[src/rtl/ahb_pkg.sv]
// Shared encodings and helpers for the three-master AHB arbiter.
// Master encodings match the address/control mux select.
package ahb_pkg;

    typedef enum logic [1:0] {
        MASTER1 = 2'b00,
        MASTER2 = 2'b01,
        MASTER3 = 2'b10
    } master_e;

    localparam logic [1:0] HTRANS_IDLE = 2'b00;
    localparam logic [1:0] HTRANS_BUSY = 2'b01;
    localparam logic [1:0] HTRANS_NSEQ = 2'b10;
    localparam logic [1:0] HTRANS_SEQ  = 2'b11;

    // Grant vector bit order is {master3, master2, master1}.
    function automatic logic [2:0] master_onehot(input logic [1:0] m);
        case (m)
            2'b00:   return 3'b001;
            2'b01:   return 3'b010;
            2'b10:   return 3'b100;
            default: return 3'b000;
        endcase
    endfunction

    // Next master in rotation order 1 -> 2 -> 3 -> 1.
    function automatic logic [1:0] rr_next(input logic [1:0] m);
        return (m == 2'b10) ? 2'b00 : m + 2'b01;
    endfunction

endpackage

[src/rtl/ahb_bus_arbiter_if.sv]
// Request/grant bundle between the bus masters and the arbiter.
// The master modport is the requesting side; the slave modport is the arbiter.
interface ahb_bus_arbiter_if;

    logic       hbusreq1;
    logic       hbusreq2;
    logic       hbusreq3;
    logic       hlock1;
    logic       hlock2;
    logic       hlock3;
    logic [1:0] htrans;
    logic       hready;
    logic       hgrant1;
    logic       hgrant2;
    logic       hgrant3;
    logic [1:0] hmaster;
    logic [1:0] hmaster_d;
    logic       hmastlock;

    modport master (
        output hbusreq1, hbusreq2, hbusreq3,
        output hlock1, hlock2, hlock3,
        output htrans, hready,
        input  hgrant1, hgrant2, hgrant3,
        input  hmaster, hmaster_d, hmastlock
    );

    modport slave (
        input  hbusreq1, hbusreq2, hbusreq3,
        input  hlock1, hlock2, hlock3,
        input  htrans, hready,
        output hgrant1, hgrant2, hgrant3,
        output hmaster, hmaster_d, hmastlock
    );

endinterface

[src/rtl/ahb_rr_pick.sv]
// Combinational round-robin picker: first eligible requester after 'last',
// wrapping 3 -> 1. Masters flagged in 'excl' are skipped.
module ahb_rr_pick
    import ahb_pkg::*;
(
    input  logic [2:0] req,
    input  logic [1:0] last,
    input  logic [2:0] excl,
    output logic [1:0] win,
    output logic       any_req
);

    logic [2:0] elig;
    logic [1:0] idx;

    assign elig = req & ~excl;

    // NOTE: every variable written here gets a default first, so no path leaves
    // one unassigned and no latch is inferred; blocking assignment is correct
    // because idx is reused as a running cursor within the same evaluation.
    always_comb begin
        win     = MASTER1;
        any_req = 1'b0;
        idx     = rr_next(last);
        for (int i = 0; i < 3; i++) begin
            if (!any_req && elig[idx]) begin
                win     = idx;
                any_req = 1'b1;
            end
            idx = rr_next(idx);
        end
    end

endmodule

[src/rtl/ahb_bus_arbiter.sv]
// Three-master AHB arbiter: round-robin with lock, hready-gated handover and a
// hold-count starvation guard. Drives address-phase and data-phase owner selects.
module ahb_bus_arbiter
    import ahb_pkg::*;
#(
    parameter master_e DEFAULT_MASTER = MASTER1,
    parameter int      MAX_HOLD       = 16,
    parameter int      CNT_W          = 5
) (
    input  logic                hclk,
    input  logic                hresetn,
    ahb_bus_arbiter_if.slave    bus
);

    master_e            grant_q;
    master_e            grant_d;
    master_e            last_q;
    master_e            last_d;
    master_e            hmaster_q;
    master_e            hmaster_d_q;
    master_e            winner;
    logic               hmastlock_q;
    logic [CNT_W-1:0]   hold_cnt;
    logic [CNT_W-1:0]   hold_d;

    logic [2:0]         req;
    logic [2:0]         lock;
    logic [2:0]         owner_vec;
    logic [2:0]         excl;
    logic [1:0]         win;
    logic               any_req;
    logic               owner_lock;
    logic               window;
    logic               beat;
    logic               hold_full;
    logic               others_req;

    assign req       = {bus.hbusreq3, bus.hbusreq2, bus.hbusreq1};
    assign lock      = {bus.hlock3, bus.hlock2, bus.hlock1};
    assign owner_vec = master_onehot(grant_q);

    assign owner_lock = lock[grant_q];
    assign window     = bus.hready && !owner_lock && (bus.htrans != HTRANS_BUSY);
    assign beat       = (bus.htrans == HTRANS_NSEQ) || (bus.htrans == HTRANS_SEQ);
    assign hold_full  = (hold_cnt >= CNT_W'(MAX_HOLD));
    assign others_req = |(req & ~owner_vec);

    // A long-running owner steps aside only when someone else is waiting.
    assign excl = (hold_full && others_req) ? owner_vec : 3'b000;

    ahb_rr_pick u_pick (
        .req     (req),
        .last    (last_q),
        .excl    (excl),
        .win     (win),
        .any_req (any_req)
    );

    assign winner = any_req ? master_e'(win) : DEFAULT_MASTER;

    always_comb begin
        grant_d = grant_q;
        last_d  = last_q;
        hold_d  = hold_cnt;
        if (bus.hready) begin
            if (window && (winner != grant_q)) begin
                grant_d = winner;
                last_d  = winner;
                hold_d  = '0;
            end else if (beat && !hold_full) begin
                hold_d = hold_cnt + CNT_W'(1);
            end
        end
    end

    // NOTE: reset is synchronous, so it is tested inside the clocked block and
    // every register, including the rotation pointer, gets an explicit value;
    // sequential state always uses non-blocking assignment so all registers
    // sample pre-edge values.
    always_ff @(posedge hclk) begin
        if (!hresetn) begin
            grant_q     <= DEFAULT_MASTER;
            last_q      <= MASTER3;
            hold_cnt    <= '0;
            hmaster_q   <= DEFAULT_MASTER;
            hmaster_d_q <= DEFAULT_MASTER;
            hmastlock_q <= 1'b0;
        end else begin
            grant_q  <= grant_d;
            last_q   <= last_d;
            hold_cnt <= hold_d;
            if (bus.hready) begin
                hmaster_q   <= grant_q;
                hmaster_d_q <= hmaster_q;
                hmastlock_q <= owner_lock;
            end
        end
    end

    assign {bus.hgrant3, bus.hgrant2, bus.hgrant1} = owner_vec;
    assign bus.hmaster   = hmaster_q;
    assign bus.hmaster_d = hmaster_d_q;
    assign bus.hmastlock = hmastlock_q;

    grant_legal: assert property (@(posedge hclk) disable iff (!hresetn)
        grant_q != 2'b11);

    owner_legal: assert property (@(posedge hclk) disable iff (!hresetn)
        (hmaster_q != 2'b11) && (hmaster_d_q != 2'b11));

endmodule

[src/flat_wrapper.sv]
// flat-port wrapper written by rule: the top's interface ports become plain ports
module ahb_bus_arbiter_flat import ahb_pkg::*;
#(
    parameter master_e DEFAULT_MASTER = MASTER1,
    parameter int      MAX_HOLD       = 16,
    parameter int      CNT_W          = 5
)
  (hclk, hresetn, bus_hbusreq1, bus_hbusreq2, bus_hbusreq3, bus_hlock1, bus_hlock2, bus_hlock3, bus_htrans, bus_hready, bus_hgrant1, bus_hgrant2, bus_hgrant3, bus_hmaster, bus_hmaster_d, bus_hmastlock);
  ahb_bus_arbiter_if bus_i ();
  input  logic hclk;
  input  logic hresetn;
  input wire logic [$bits(bus_i.hbusreq1)-1:0] bus_hbusreq1;
  input wire logic [$bits(bus_i.hbusreq2)-1:0] bus_hbusreq2;
  input wire logic [$bits(bus_i.hbusreq3)-1:0] bus_hbusreq3;
  input wire logic [$bits(bus_i.hlock1)-1:0] bus_hlock1;
  input wire logic [$bits(bus_i.hlock2)-1:0] bus_hlock2;
  input wire logic [$bits(bus_i.hlock3)-1:0] bus_hlock3;
  input wire logic [$bits(bus_i.htrans)-1:0] bus_htrans;
  input wire logic [$bits(bus_i.hready)-1:0] bus_hready;
  output wire logic [$bits(bus_i.hgrant1)-1:0] bus_hgrant1;
  output wire logic [$bits(bus_i.hgrant2)-1:0] bus_hgrant2;
  output wire logic [$bits(bus_i.hgrant3)-1:0] bus_hgrant3;
  output wire logic [$bits(bus_i.hmaster)-1:0] bus_hmaster;
  output wire logic [$bits(bus_i.hmaster_d)-1:0] bus_hmaster_d;
  output wire logic [$bits(bus_i.hmastlock)-1:0] bus_hmastlock;
  assign bus_i.hbusreq1 = bus_hbusreq1;
  assign bus_i.hbusreq2 = bus_hbusreq2;
  assign bus_i.hbusreq3 = bus_hbusreq3;
  assign bus_i.hlock1 = bus_hlock1;
  assign bus_i.hlock2 = bus_hlock2;
  assign bus_i.hlock3 = bus_hlock3;
  assign bus_i.htrans = bus_htrans;
  assign bus_i.hready = bus_hready;
  assign bus_hgrant1 = bus_i.hgrant1;
  assign bus_hgrant2 = bus_i.hgrant2;
  assign bus_hgrant3 = bus_i.hgrant3;
  assign bus_hmaster = bus_i.hmaster;
  assign bus_hmaster_d = bus_i.hmaster_d;
  assign bus_hmastlock = bus_i.hmastlock;
  ahb_bus_arbiter #(.DEFAULT_MASTER(DEFAULT_MASTER), .MAX_HOLD(MAX_HOLD), .CNT_W(CNT_W)) u_core (.hclk(hclk), .hresetn(hresetn), .bus(bus_i));
endmodule
[config.mk]
export PLATFORM = sky130hd
export DESIGN_NAME = ahb_bus_arbiter_flat
export DESIGN_NICKNAME = d
export VERILOG_FILES = /design/src/rtl/ahb_pkg.sv /design/src/rtl/ahb_bus_arbiter_if.sv /design/src/rtl/ahb_rr_pick.sv /design/src/rtl/ahb_bus_arbiter.sv /design/src/flat_wrapper.sv
export SDC_FILE = /design/constraint.sdc
export NUM_CORES = 1
export LEC_CHECK = 0
export ABC_AREA = 1
export CORE_MARGIN = 5
export CORE_UTILIZATION = 45
export DETAILED_ROUTE_END_ITERATION = 10
export PLACE_DENSITY = 0.86
export RECOVER_POWER = 25
export SLEW_MARGIN = 20
export SYNTH_ARGS = -nofsm -noshare
export SYNTH_HDL_FRONTEND = slang
export SYNTH_HIERARCHICAL = 1
export SYNTH_SLANG_ARGS = --single-unit
[constraint.sdc]
create_clock -name hclk -period 2.1 [get_ports hclk]
set_input_delay 0.42 -clock hclk [delete_from_list [all_inputs] [get_ports hclk]]
set_output_delay 0.42 -clock hclk [all_outputs]
set_load 0.005 [all_outputs]
==> reports/summary.txt <==
Die Area: 3010 um^2
hold_buf cts: 0
Cell Chain, Critical Path: nor2_2, inv_1, nand2_1, nand3_1, nand2_2, nor2_1, inv_1, nand2_2, nand2_2, inv_1, nor2_1, nand2_1, nand2_1, nand2_1, nand2_1, nand2_1, nand2_1, nand2_1, nand2_2, nand3_4, nand2_4, nand2_4, nand2_1, a21oi_1
fmax: 0.437 GHz
DRT Pass-1 Iters: 4
status: finished with violations
Die Y: 54.8 um
gpl congestion: 0.842
Slew Limit Headroom: 77.5%
RR Startpoint: u_core/grant_q[1]
Clock Latency Late Sink: 0.27 ns
clk root buf: clkbuf_4
GRT Util Overall: 18.9%
FILL cells: 178
DP Wirelength: 1690 um
H-tree depth: 1
CP peak stage delay: 0.37 ns
Crit. End Element: register
Layout area overhead: 47.4%
vias in the first global route: 1040
Clock power frac: 21.8%
Adder-Cell Fraction of Synth Area: 2.77%
WL per Instance: 11.6 um
CTS tree: done
min-delay src: u_core/hold_cnt[2]
crit share post-route: 109%
Ports: 19
initial antenna violation count: 0
Reg area: 268 um^2
Max Root-Sink Buffers: 2
Inserted Clock Buffers: 3
Final #Nets: 192
CORE AREA: 1940 um^2
crit start category: register
proportion of layout cells with a drive suffix above 1: 32.6%
Sink Count: 13
Synth Instances: 139
critical path class: reg2reg
max-cap viol count: 0
commonest non-fill, non-tap cell in the layout: nand2_1
area of the multi-input gates: 616 um^2
Max VDD drop: 0.000499 V
Core Util, Final: 68.7%
failing checks: negative setup slack
Clock Skews: 0.000478 ns
via/cell ratio: 4.95
Worst EP required: 2.26 ns
CP arrival: 2.45 ns
clock-pin slew on the worst setup and hold paths: 0.07 ns
Simple-Gate Fraction of Synth Area: 46.7%
diode count: 0
vias: 1014
# placed instances: 195
#FFs+latches synth: 13
Synth Area in XOR/XNOR: 1.94%
largest family of logic cells by synthesized area: simple AND/OR/NAND/NOR gates
post-synthesis compound-gate area fraction: 9.96%
gr ovfl total: 0
Final min period: 2.29 ns
sequential fraction of the synthesis area: 28.8%
Buffers on Ports: 18
Die X: 54.8 um
Hold Vio Cnt, Final: 0
Pint: 0.459 mW
final setup fails: 8
maximum fanout along the worst path: 5
Critical path origin: u_core/grant_q[1]
DR iter-0 viols: 11
Pleak: 0.615 nW
Sw Share: 33.2%
Layout Cells excl Fill: 205
DR DRC count: 0
first-pass GRT wire length: 4100 um
Net Switching: 0.228 mW
synth warn: 6
slowest cell on the critical path: dfxtp_4
DRT Wirelength: 2370 um
Net Count, Synth: 152
actual transition at the worst max-transition pin: 0.336 ns
Power Total: 0.688 mW
Synth cell types: 22
HP Class: reg2reg
most frequent cells in the layout: 34 x nand2_1, 18 x inv_1, 17 x buf_4, 14 x clkdlybuf4s50_1, 12 x nand2_2
PD cells: 515 nW/um^2
antenna-violating nets left: 0
largest net degree at the start of global routing: 13
Final Worst Setup Slack: -0.191 ns
syn_area_per_cell: 6.51 um^2
Worst path most repeated cell: nand2_1
initial core utilization: 46.6%
post-synthesis mux area share: 0%
RSZ-0062 raised after global routing: yes
Final Max Slew Viols: 0
Flop pwr share: 40.0%
Logic pwr share: 38.1%
TNS Setup: -1.31 ns
mapped cell area: 905 um^2
row cnt: 16
-- registers in the layout (all words and copies together) (netlist names) --
signal / cells
u_core/bus.hmaster_d: 2
u_core/bus.hmaster: 2
u_core/bus.hmastlock: 1
u_core/grant_q: 2
u_core/hold_cnt: 5
u_core/last_q: 1
-- through the flow --
step	hold slack (ns)	setup slack (ns)	cell area, um^2
after floorplan	0.452	0.000882	920
after global placement	0.483	-0.496	1220
after detailed placement	0.489	-0.619	1220
after CTS	0.501	-0.130	1320
after global routing	0.531	-0.425	1330
final	0.501	-0.191	1330
-- cell type report --
class / count / area share [%]
Tap cell: 27 / 2.53
Inverter: 22 / 6.47
Sequential cell: 13 / 20.1
Timing Repair Buffer: 35 / 22.8
Multi-Input combinational cell: 104 / 46.2
Clock buffer: 4 / 1.97
-- critical path, delay by kind of cell (launching register included) --
family	cells	cell delay [ns]
buffers and inverters	3	0.18
AOI/OAI and AO/OA	1	0.06
and+or+nand+nor	20	1.56
DFF	1	0.37
-- routing by layer --
layer  share of wire [%]  wire length [um]  global-route usage, %  up-vias
li1                    -                 -                      -      517
met1                  38               895                   18.6      467
met2                  55              1310                   37.2       25
met3                 4.9               115                   2.45        5
met4                 1.9                44                   9.54        0
met5                   0                 0                      0        -
-- what timing repair did --
| item | CTS | global route |
|---|---|---|
| cloned | 1 | 0 |
| setup endpoints to repair | 8 | 8 |
| buffers inserted | 4 | 1 |
| pin swaps | 5 | 5 |
| endpoints found under the hold margin | 0 | 0 |
| resized for setup | 17 | 1 |
-- path summary, 6_finish.rpt --
check,endpoint,slack [ns],depth (start not counted)
setup / recovery,u_core/hold_cnt[0],-0.19,24
hold / removal,u_core/hold_cnt[2],0.50,2
setup reg to reg,u_core/hold_cnt[0],-0.19,24
hold reg to reg,u_core/hold_cnt[2],0.50,2
-- power by group through the flow --
stage          logic [mW]  registers (mW)  clock network [mW]
6_report            0.262           0.275               0.150
5_1_grt             0.286           0.278               0.169
3_3_place_gp        0.206           0.280                   0
4_1_cts             0.254           0.275               0.158
2_1_floorplan       0.121           0.281                   0
3_5_place_dp        0.214           0.281                   0
-- cell families (layout without fill, tap and decap cells) --
group                      after synthesis  count (layout)
DFF                                     13              13
AOI/OAI and AO/OA                       16              16
and+or+nand+nor                         83              84
adders and majority gates                2               2
buffers and inverters                   23              61
xor gates and xnor gates                 2               2
-- synth_stat cells --
cell / n / area share, %
o211ai_1: 1 / 0.83
xor2_1: 2 / 1.9
nand3_4: 2 / 3.9
nand4_1: 4 / 2.8
nand2_4: 1 / 1.2
a21oi_2: 2 / 1.9
ha_1: 2 / 2.8
buf_2: 1 / 0.55
nand2_2: 3 / 2.1
nor2_2: 4 / 2.8
clkinv_2: 1 / 0.55
o21ai_0: 5 / 2.8
and3_1: 1 / 0.69
nand2_1: 44 / 18
nor2_4: 1 / 1.2
inv_2: 2 / 0.83
inv_1: 19 / 7.9
nand3_2: 5 / 5.5
dfxtp_1: 13 / 29
nor2_1: 12 / 5.0
nand3_1: 6 / 3.3
a21oi_1: 8 / 4.4
No activity file was read; power rests on OpenSTA's default activity.
